===== src/rtl/opb_regbank_pkg.sv =====
// Shared types and helpers for the OPB register bank.
package opb_regbank_pkg;

  localparam int OPB_DW    = 32;
  localparam int OPB_BYTES = OPB_DW / 8;

  typedef enum logic [1:0] {
    ST_IDLE = 2'd0,
    ST_ACK  = 2'd1,
    ST_HOLD = 2'd2
  } ack_state_e;

  // Bits needed to index n distinct words (at least one bit).
  function automatic int idx_width(input int n);
    return (n <= 2) ? 1 : $clog2(n);
  endfunction

  // Byte-lane merge. be[0] selects the most significant byte, matching
  // OPB big-endian lane numbering once the bus is viewed as [31:0].
  function automatic logic [OPB_DW-1:0] be_merge(input logic [OPB_DW-1:0] old_v,
                                                 input logic [OPB_DW-1:0] new_v,
                                                 input logic [0:OPB_BYTES-1] be);
    logic [OPB_DW-1:0] r;
    r = old_v;
    for (int b = 0; b < OPB_BYTES; b++)
      if (be[b]) r[OPB_DW-1-8*b -: 8] = new_v[OPB_DW-1-8*b -: 8];
    return r;
  endfunction

endpackage


===== src/rtl/opb_slave_ack_fsm.sv =====
// OPB slave front end: window decode, request latch and the
// IDLE -> ACK -> HOLD handshake. Read data is only driven during ACK so
// the shared wired-OR data bus sees zero at all other times.
module opb_slave_ack_fsm
  import opb_regbank_pkg::*;
#(
  parameter logic [31:0] C_BASEADDR = 32'h01004000,
  parameter logic [31:0] C_HIGHADDR = 32'h010040FF,
  parameter int          C_NUM_REGS = 8,
  parameter int          IDX_W      = 4
) (
  input  logic                   clk_i,
  input  logic                   rst_i,
  input  logic [31:0]            abus_i,
  input  logic [0:OPB_BYTES-1]   be_i,
  input  logic [31:0]            dbus_i,
  input  logic                   rnw_i,
  input  logic                   select_i,
  input  logic [31:0]            rdata_i,
  output logic                   ack_o,
  output logic                   rnw_o,
  output logic [0:OPB_BYTES-1]   be_o,
  output logic [31:0]            wdata_o,
  output logic [IDX_W-1:0]       idx_o,
  output logic                   idx_vld_o,
  output logic [31:0]            sl_dbus_o,
  output logic                   sl_errack_o,
  output logic                   sl_retry_o,
  output logic                   sl_toutsup_o
);

  ack_state_e state_q, state_d;
  logic       hit;
  logic [29:0] word_idx;
  logic       in_rng;

  assign hit      = select_i && (abus_i >= C_BASEADDR) && (abus_i <= C_HIGHADDR);
  assign word_idx = 30'((abus_i - C_BASEADDR) >> 2);
  // Index C_NUM_REGS is kept distinguishable (commit register); anything
  // beyond is acked but maps to nothing.
  assign in_rng   = (word_idx <= 30'(C_NUM_REGS));

  // Next-state: a hit is only accepted from IDLE; HOLD swallows select.
  always_comb begin
    state_d = state_q;
    unique case (state_q)
      ST_IDLE: if (hit) state_d = ST_ACK;
      ST_ACK:  state_d = ST_HOLD;
      ST_HOLD: state_d = ST_IDLE;
      default: state_d = ST_IDLE;
    endcase
  end

  // State register; async reset drops the ack in the same instant.
  always_ff @(posedge clk_i or posedge rst_i) begin
    if (rst_i) state_q <= ST_IDLE;
    else       state_q <= state_d;
  end

  // Capture the request when it is accepted so the ACK cycle is self-contained.
  always_ff @(posedge clk_i or posedge rst_i) begin
    if (rst_i) begin
      rnw_o     <= 1'b0;
      be_o      <= '0;
      wdata_o   <= '0;
      idx_o     <= '0;
      idx_vld_o <= 1'b0;
    end else if (state_q == ST_IDLE && hit) begin
      rnw_o     <= rnw_i;
      be_o      <= be_i;
      wdata_o   <= dbus_i;
      idx_o     <= word_idx[IDX_W-1:0];
      idx_vld_o <= in_rng;
    end
  end

  assign ack_o        = (state_q == ST_ACK);
  assign sl_dbus_o    = (ack_o && rnw_o) ? rdata_i : '0;
  assign sl_errack_o  = 1'b0;
  assign sl_retry_o   = 1'b0;
  assign sl_toutsup_o = 1'b0;

endmodule


===== src/rtl/opb_register_bank_ppc2simulink.sv =====
// Bank of C_NUM_REGS software-writable 32-bit registers exported in
// parallel to user logic, with readback and a one-cycle write strobe.
// Optional feature macro: OPB_REGBANK_SHADOW_EN -- writes go to shadow
// registers and a write to index C_NUM_REGS commits all of them at once.
module opb_register_bank_ppc2simulink
  import opb_regbank_pkg::*;
#(
  parameter logic [31:0] C_BASEADDR   = 32'h01004000,
  parameter logic [31:0] C_HIGHADDR   = 32'h010040FF,
  parameter int          C_OPB_AWIDTH = 32,
  parameter int          C_OPB_DWIDTH = 32,
  parameter int          C_NUM_REGS   = 8,
  parameter logic [31:0] C_RESET_VAL  = 32'h00000000
) (
  input  logic                         OPB_Clk,
  input  logic                         OPB_Rst,
  input  logic [0:C_OPB_AWIDTH-1]      OPB_ABus,
  input  logic [0:C_OPB_DWIDTH/8-1]    OPB_BE,
  input  logic [0:C_OPB_DWIDTH-1]      OPB_DBus,
  input  logic                         OPB_RNW,
  input  logic                         OPB_select,
  input  logic                         OPB_seqAddr,
  output logic [0:C_OPB_DWIDTH-1]      Sl_DBus,
  output logic                         Sl_errAck,
  output logic                         Sl_retry,
  output logic                         Sl_toutSup,
  output logic                         Sl_xferAck,
  output logic [C_NUM_REGS*32-1:0]     user_data_out,
  output logic [C_NUM_REGS-1:0]        user_wr_strb
);

  localparam int IDX_W = idx_width(C_NUM_REGS + 1);

  logic                 ack, rnw, idx_vld, wr_en;
  logic [0:OPB_BYTES-1] be;
  logic [31:0]          wdata, rdata;
  logic [IDX_W-1:0]     idx;
  logic [31:0]          user_q [C_NUM_REGS];
  logic [C_NUM_REGS-1:0] strb_q;
  logic                 unused_seqaddr;

  // Bursts are not supported; sequential-address hint is ignored.
  assign unused_seqaddr = OPB_seqAddr;

  opb_slave_ack_fsm #(
    .C_BASEADDR (C_BASEADDR),
    .C_HIGHADDR (C_HIGHADDR),
    .C_NUM_REGS (C_NUM_REGS),
    .IDX_W      (IDX_W)
  ) u_fsm (
    .clk_i        (OPB_Clk),
    .rst_i        (OPB_Rst),
    .abus_i       (OPB_ABus),
    .be_i         (OPB_BE),
    .dbus_i       (OPB_DBus),
    .rnw_i        (OPB_RNW),
    .select_i     (OPB_select),
    .rdata_i      (rdata),
    .ack_o        (ack),
    .rnw_o        (rnw),
    .be_o         (be),
    .wdata_o      (wdata),
    .idx_o        (idx),
    .idx_vld_o    (idx_vld),
    .sl_dbus_o    (Sl_DBus),
    .sl_errack_o  (Sl_errAck),
    .sl_retry_o   (Sl_retry),
    .sl_toutsup_o (Sl_toutSup)
  );

  assign Sl_xferAck = ack;
  assign wr_en      = ack && !rnw && idx_vld;

`ifdef OPB_REGBANK_SHADOW_EN
  logic [31:0] shadow_q [C_NUM_REGS];
  logic [31:0] commit_cnt_q;
  logic        commit_wr;

  assign commit_wr = wr_en && (idx == IDX_W'(C_NUM_REGS));

  // Software writes land in the shadow copy only.
  always_ff @(posedge OPB_Clk or posedge OPB_Rst) begin
    if (OPB_Rst) begin
      for (int i = 0; i < C_NUM_REGS; i++) shadow_q[i] <= C_RESET_VAL;
    end else if (wr_en) begin
      for (int i = 0; i < C_NUM_REGS; i++)
        if (idx == IDX_W'(i)) shadow_q[i] <= be_merge(shadow_q[i], wdata, be);
    end
  end

  // Commit copies every shadow to the user side in one edge and strobes all.
  always_ff @(posedge OPB_Clk or posedge OPB_Rst) begin
    if (OPB_Rst) begin
      for (int i = 0; i < C_NUM_REGS; i++) user_q[i] <= C_RESET_VAL;
      strb_q       <= '0;
      commit_cnt_q <= '0;
    end else begin
      strb_q <= '0;
      if (commit_wr) begin
        for (int i = 0; i < C_NUM_REGS; i++) user_q[i] <= shadow_q[i];
        strb_q       <= '1;
        commit_cnt_q <= commit_cnt_q + 32'd1;
      end
    end
  end

  // Readback shows what software wrote (shadow) and the commit count.
  always_comb begin
    rdata = '0;
    if (idx_vld) begin
      for (int i = 0; i < C_NUM_REGS; i++)
        if (idx == IDX_W'(i)) rdata = shadow_q[i];
      if (idx == IDX_W'(C_NUM_REGS)) rdata = commit_cnt_q;
    end
  end
`else
  // Direct writes: merged byte lanes plus a strobe for the touched register.
  always_ff @(posedge OPB_Clk or posedge OPB_Rst) begin
    if (OPB_Rst) begin
      for (int i = 0; i < C_NUM_REGS; i++) user_q[i] <= C_RESET_VAL;
      strb_q <= '0;
    end else begin
      strb_q <= '0;
      if (wr_en) begin
        for (int i = 0; i < C_NUM_REGS; i++)
          if (idx == IDX_W'(i)) begin
            user_q[i] <= be_merge(user_q[i], wdata, be);
            strb_q[i] <= 1'b1;
          end
      end
    end
  end

  // Readback of the live registers; unmapped indices read zero.
  always_comb begin
    rdata = '0;
    if (idx_vld)
      for (int i = 0; i < C_NUM_REGS; i++)
        if (idx == IDX_W'(i)) rdata = user_q[i];
  end
`endif

  for (genvar g = 0; g < C_NUM_REGS; g++) begin : g_pack
    assign user_data_out[32*g +: 32] = user_q[g];
  end

  assign user_wr_strb = strb_q;

endmodule


===== config.mk =====
export PLATFORM = sky130hd
export DESIGN_NAME = opb_register_bank_ppc2simulink
export DESIGN_NICKNAME = d
export VERILOG_FILES = /design/src/rtl/opb_regbank_pkg.sv /design/src/rtl/opb_slave_ack_fsm.sv /design/src/rtl/opb_register_bank_ppc2simulink.sv
export SDC_FILE = /design/constraint.sdc
export NUM_CORES = 1
export LEC_CHECK = 0
export ABC_CLOCK_PERIOD_IN_PS = 20100
export CORE_MARGIN = 2
export CORE_UTILIZATION = 42
export CTS_CLUSTER_DIAMETER = 40
export DETAILED_ROUTE_END_ITERATION = 6
export PLACE_DENSITY = 0.8
export SLEW_MARGIN = 15
export SYNTH_ARGS = -nofsm -noshare
export SYNTH_HDL_FRONTEND = slang
export SYNTH_SLANG_ARGS = --single-unit

===== constraint.sdc =====
create_clock -name OPB_Clk -period 20.1 [get_ports OPB_Clk]
set_input_delay 4.02 -clock OPB_Clk [delete_from_list [all_inputs] [get_ports OPB_Clk]]
set_output_delay 4.02 -clock OPB_Clk [all_outputs]
set_load 0.005 [all_outputs]

-- Word-level counts from Yosys, hierarchy flattened
Cells that the tools add are included.
- flip-flop bits (word level): 308
- word-level logic and storage cells: 114
- magnitude comparators: 3
- mux-type cells: 21
- eq/ne operators: 9
- add/sub/neg operators: 1
- reduce and logical (&&, ||, !) cells: 41
- operator list (cell ; number):
    32-bit two-way mux ; 10
    3-bit AND reduction ; 32
    32-bit by 25-bit greater-or-equal comparator with 1-bit output (second input constant) ; 1
    32-bit by 25-bit less-or-equal comparator with 1-bit output (second input constant) ; 1
    32-bit by 25-bit subtractor with 32-bit output (second input constant) ; 1
    30-bit by 4-bit less-or-equal comparator with 1-bit output (second input constant) ; 1
    4-bit by 3-bit == test with 1-bit output (second input constant) ; 4
    4-bit by 2-bit == test with 1-bit output (second input constant) ; 2
    1-bit two-way mux ; 8
    8-bit two-way mux ; 1
    1-bit logical AND ; 6
    4-bit by 1-bit == test with 1-bit output (second input constant) ; 1
    4-bit logical NOT ; 1
    2-bit case mux with 2 select lines ; 1
    2-bit by 1-bit == test with 1-bit output (second input constant) ; 1
    2-bit logical NOT ; 1
    2-bit two-way mux ; 1
    2-bit by 1-bit != test with 1-bit output (second input constant) ; 1
    1-bit logical NOT ; 1

-- Logic depth before layout (Yosys ltp)
- word-level depth: 11
- gate-level depth with buffers: 7
- depth with buffers taken out: 4

-- By module
A second synthesis with hierarchy kept.
- cells, all modules: 1071
- area, all modules: 14313.7 um2
- by module, submodules not included (module ; times used ; area each (um2) ; seq. area each (um2) ; cells an instance):
    opb_register_bank_ppc2simulink ; 1 ; 12326.8 ; 6606.3 ; 919
    opb_slave_ack_fsm ; 1 ; 1986.9 ; 1101.1 ; 152

-- Worst setup path after synthesis
OpenSTA, ideal clock, no wires.
- kind: register to output
- start point: register u_fsm.idx_o[3]
- end point: output Sl_DBus[11] in the netlist's numbering
- setup slack: 14.506 ns
- arrival time: 1.574 ns
- cell stages (with the launch flop): 7
- required time: 16.080 ns
- cell sequence: dfrtp_1 -> buf_2 -> nand2b_1 -> nor2_2 -> clkbuf_1 -> a22oi_1 -> o22ai_1
- word-level cells in the longest chain between the ends: 11
- ends and longest elaborated chain (what ; RTL line ; text):
    from (decl) ; opb_slave_ack_fsm.sv:24 ; output logic [IDX_W-1:0] idx_o,
    from (signal assigned) ; opb_slave_ack_fsm.sv:72 ; idx_o <= word_idx[IDX_W-1:0];
    4-bit logical NOT ; opb_register_bank_ppc2simulink.sv:139 ; if (idx == IDX_W'(i)) rdata = user_q[i];
    32-bit two-way mux (7 in series) ; opb_register_bank_ppc2simulink.sv:139 ;
    32-bit two-way mux * ; opb_register_bank_ppc2simulink.sv:139 ;
    32-bit two-way mux * ; opb_register_bank_ppc2simulink.sv:137 ; if (idx_vld)
    32-bit two-way mux * ; opb_slave_ack_fsm.sv:78 ; assign sl_dbus_o = (ack_o && rnw_o) ? rdata_i : '0;
    to (decl) ; opb_register_bank_ppc2simulink.sv:23 ; output logic [0:C_OPB_DWIDTH-1] Sl_DBus,
Every way passes the cells marked *; elsewhere a longest branch is shown, timed or not.

-- Final worst setup path
- start point: register u_fsm.idx_o[1]
- end point: output Sl_DBus[2] in the netlist's numbering
The elaborated chain is that of the path after synthesis.

==> impl_metrics.py <==
metrics = {
    "pwr": {
        "switchingPower_mw": 0.3143,
        "p_comb_share_pct": 1.9,
        "p_int_mw": 1.147,
        "p_clk_share_pct": 55.6,
        "cellPowerDensity_mw_per_mm2": 75.10,
        "switching_share_pct": 21.50,
        "peakVddDrop_mv": 0.05700,
        "finalPower_mw": 1.461,
        "seq_power_share_pct": 42.5,
        "leakage_nw": 8.661,
    },
    "route": {
        "drt-vias-per-instance": 5.677,
        "vias": 10457,
        "wl_um": 46300,
        "wl_per_cell_um": 25.14,
        "firstDrtPassIters": 5,
        "route.detailed.drc": 0,
        "drt-initial-drc-count": 491,
        "ant_nets": 0,
    },
    "sta": {
        "finalCritPeriodShare_pct": 40.43,
        "max_freq_ghz": 0.1230,
        "rsz0062_at_grt": "false",
        "worst_pin_slew_ps": 1201,
        "setup_violations": 0,
        "skew_ps": 12.93,
        "fin_crit_ps": 8127,
        "fin_setup_tns_ps": 0,
        "relSlewSlack_pct": 19.92,
        "drv_slew": 0,
        "hold_viol": 0,
    },
    "synth": {
        "yosys-top-cells-count": "mux2_2 (322), dfrtp_1 (308), nand2_1 (45)",
        "synth_top_cell_area_share_pct": 56.12,
        "synth-compound-area-share_pct": 7.488,
        "synth-edff-count": 0,
        "ys_ff_latch": 308,
        "yosysMostFrequentCell": "mux2_2",
        "async_flop_share_pct": 100.0,
        "postSynthCellCount": 986,
        "ys.flop_type": "dfrtp_1",
        "yosys.area_share.xor_xnor_pct": 0,
        "synth.area.top_cells": "dfrtp_1 (56%), mux2_2 (26%), o211a_1 (1.7%)",
        "yosys.area.top_type": "dfrtp_1",
        "yosys.area_share.adder_pct": 0,
        "synth-simple-area-share_pct": 4.892,
        "synthMuxAreaShare_pct": 29.73,
        "synth_area_per_cell_um2": 13.93,
        "synth_top_family_by_area": "multiplexers",
        "yosysSeqAreaShare_pct": 56.12,
        "syn_area_mm2": 0.01373,
        "yosysWarnings": 0,
        "synth_cell_types": 44,
    },
    "clock_tree": {
        "cts_buffer_depth": 3,
        "cts.hold.buffers_added": 0,
        "cts_made_buffers": 44,
        "h-tree-depth": 2,
        "cts_resized": 0,
        "cts_num_sinks": 308,
        "clkTransAtPathRegs_ps": 50,
        "clock_latency_ps": 540,
        "cts_root_buffer": "clkbuf_16",
        "post_cts_buffers": 0,
        "cts_tree": "done",
    },
    "die": {
        "die-area_mm2": 0.03416,
        "core_area_mm2": 0.03237,
        "initial_core_util_pct": 42.43,
        "die_w_um": 184.8,
        "die_y_um": 184.8,
        "std_cell_rows": 66,
        "io_pins": 373,
    },
    "global_route": {
        "antenna_found_initial": 3,
        "grt-ovfl-total": 0,
        "grt_max_degree": 119,
        "grt_pass1_wl_um": 67920,
        "grt_pass1_vias": 10759,
        "grt_use_total_pct": 26.87,
    },
    "placed_design": {
        "dp.cells": 1760,
        "io_buffers": 366,
        "gp_routability_congestion": 0.8729,
        "post-dp-hpwl_um": 30630,
    },
    "worst_setup_path": {
        "startpoint_type": "register",
        "end_kind": "primary output",
        "crit-reg2reg-launch": "u_fsm.idx_o[1]",
        "startpoint": "u_fsm.idx_o[1]",
        "rrSetupSlack_ps": 16660,
        "reg2regPathDepth": 5,
        "required_ps": 16080,
        "critical_path_arrival_ps": 4110,
        "critical_path_peak_fanout": 40,
        "r2r-end": "user_data_out[35]",
        "critical_path_class": "reg -> out",
    },
    "finish": {
        "fin_cells": 1842,
        "layout-drive-gt1-share_pct": 32.07,
        "area_growth_pct": 41.68,
        "nets": 1437,
        "fin_util_pct": 60.11,
    },
    "min_path": {
        "worstHoldStart": "user_data_out[130]",
        "holdPathEnd": "user_data_out[130]",
        "hold_class": "reg -> reg",
        "hold_depth": 1,
    },
    "job": {
        "maxCapViolations": 0,
    },
    "run_status": {
        "status": "complete, no violations",
    },
}
-- layout by cell type (no fill, tap or decap), types with 4 or more instances in the layout --
master and count:
mux2_2 322, o22ai_1 30, inv_1 4, nand2_1 45, dfrtp_1 305, clkinvlp_4 4
inv_6 5, o21ai_0 28, nor4_1 5, inv_8 4, mux2i_1 22, nor2b_1 4
clkinv_2 8, a31oi_1 21, clkbuf_8 4, clkdlybuf4s50_1 366, nand2b_1 5, o221ai_1 7
o211a_1 23, mux4_2 9, and2_1 6, bufinv_16 6, nor2_1 14, nand2_2 12
a22oi_1 26, clkbuf_16 46, nand3b_1 8, buf_4 13
-- worst max-delay path, stage by stage (launching register included) --
cell,delay [ps]
dfrtp_2,610
buf_4,550
nor3b_2,1040
buf_4,380
nand2_1,90
o211a_1,120
o22ai_1,220
clkdlybuf4s50_1,560
-- cells by family (layout without fill, tap and decap cells) --
| logic type | after synthesis | count (layout) |
|---|---|---|
| AOI/OAI and AO/OA | 146 | 146 |
| buffers and inverters | 54 | 463 |
| DFF | 308 | 308 |
| muxes | 356 | 356 |
| other | 1 | 6 |
| and+or+nand+nor | 121 | 121 |
-- worst max path at each step --
| stage | to | slack (ps) | cells past startpoint |
|---|---|---|---|
| floorplan | u_fsm.be_o[0] | 7560 | 1 |
| finish | Sl_DBus[2] | 11970 | 7 |
| detailed placement | Sl_DBus[3] | 12510 | 6 |
| global placement | Sl_DBus[2] | 12550 | 6 |
| global route | Sl_DBus[2] | 11830 | 6 |
| CTS | Sl_DBus[3] | 11920 | 6 |
-- power groups by stage --
stage | clock network [mW] | registers (mW) | logic [mW]
finish | 0.813 | 0.620 | 0.0284
global route | 0.848 | 0.620 | 0.0319
CTS | 0.822 | 0.620 | 0.0292
detailed placement | 0 | 0.631 | 0.0291
global placement | 0 | 0.631 | 0.0288
floorplan | 0 | 0.632 | 0.0104
-- final cells by class --
type	count	area, um2
fillers	2609	12910
flip-flops and latches	308	7716
multi-input cells	626	5832
repair buffers	379	3761
clock buffers	51	1210
well taps	442	553.0
clock inverters	28	352.8
inverters	5	26.28
diodes	3	7.507
-- routing by layer --
metal / GRT usage [%] / part of all wire (%) / vias up
met5: 0 / 0.028 / -
met4: 12.00 / 4.7 / 2
met3: 4.738 / 5.9 / 114
met2: 44.34 / 48 / 461
met1: 34.78 / 41 / 5411
li1: - / - / 4469
-- sequential cells by signal, summed over array words and instances (netlist names) --
| name | count |
|---|---|
| u_fsm.rnw_o | 1 |
| u_fsm.idx_o | 4 |
| user_wr_strb | 8 |
| user_data_out | 256 |
| u_fsm.wdata_o | 32 |
| u_fsm.be_o | 4 |
| u_fsm.state_q | 2 |
| u_fsm.idx_vld_o | 1 |
-- per-stage QoR --
step / worst slack [ps] / hold slack [ps] / cell area, um2
2_1_floorplan: 7564 / 463.6 / 13740
3_3_place_gp: 12550 / 493.8 / 17890
3_5_place_dp: 12510 / 508.2 / 17890
4_1_cts: 11920 / 527.4 / 19450
5_1_grt: 11830 / 543.7 / 19460
6_report: 11970 / 521.9 / 19460
No activity file was read; power rests on OpenSTA's default activity.
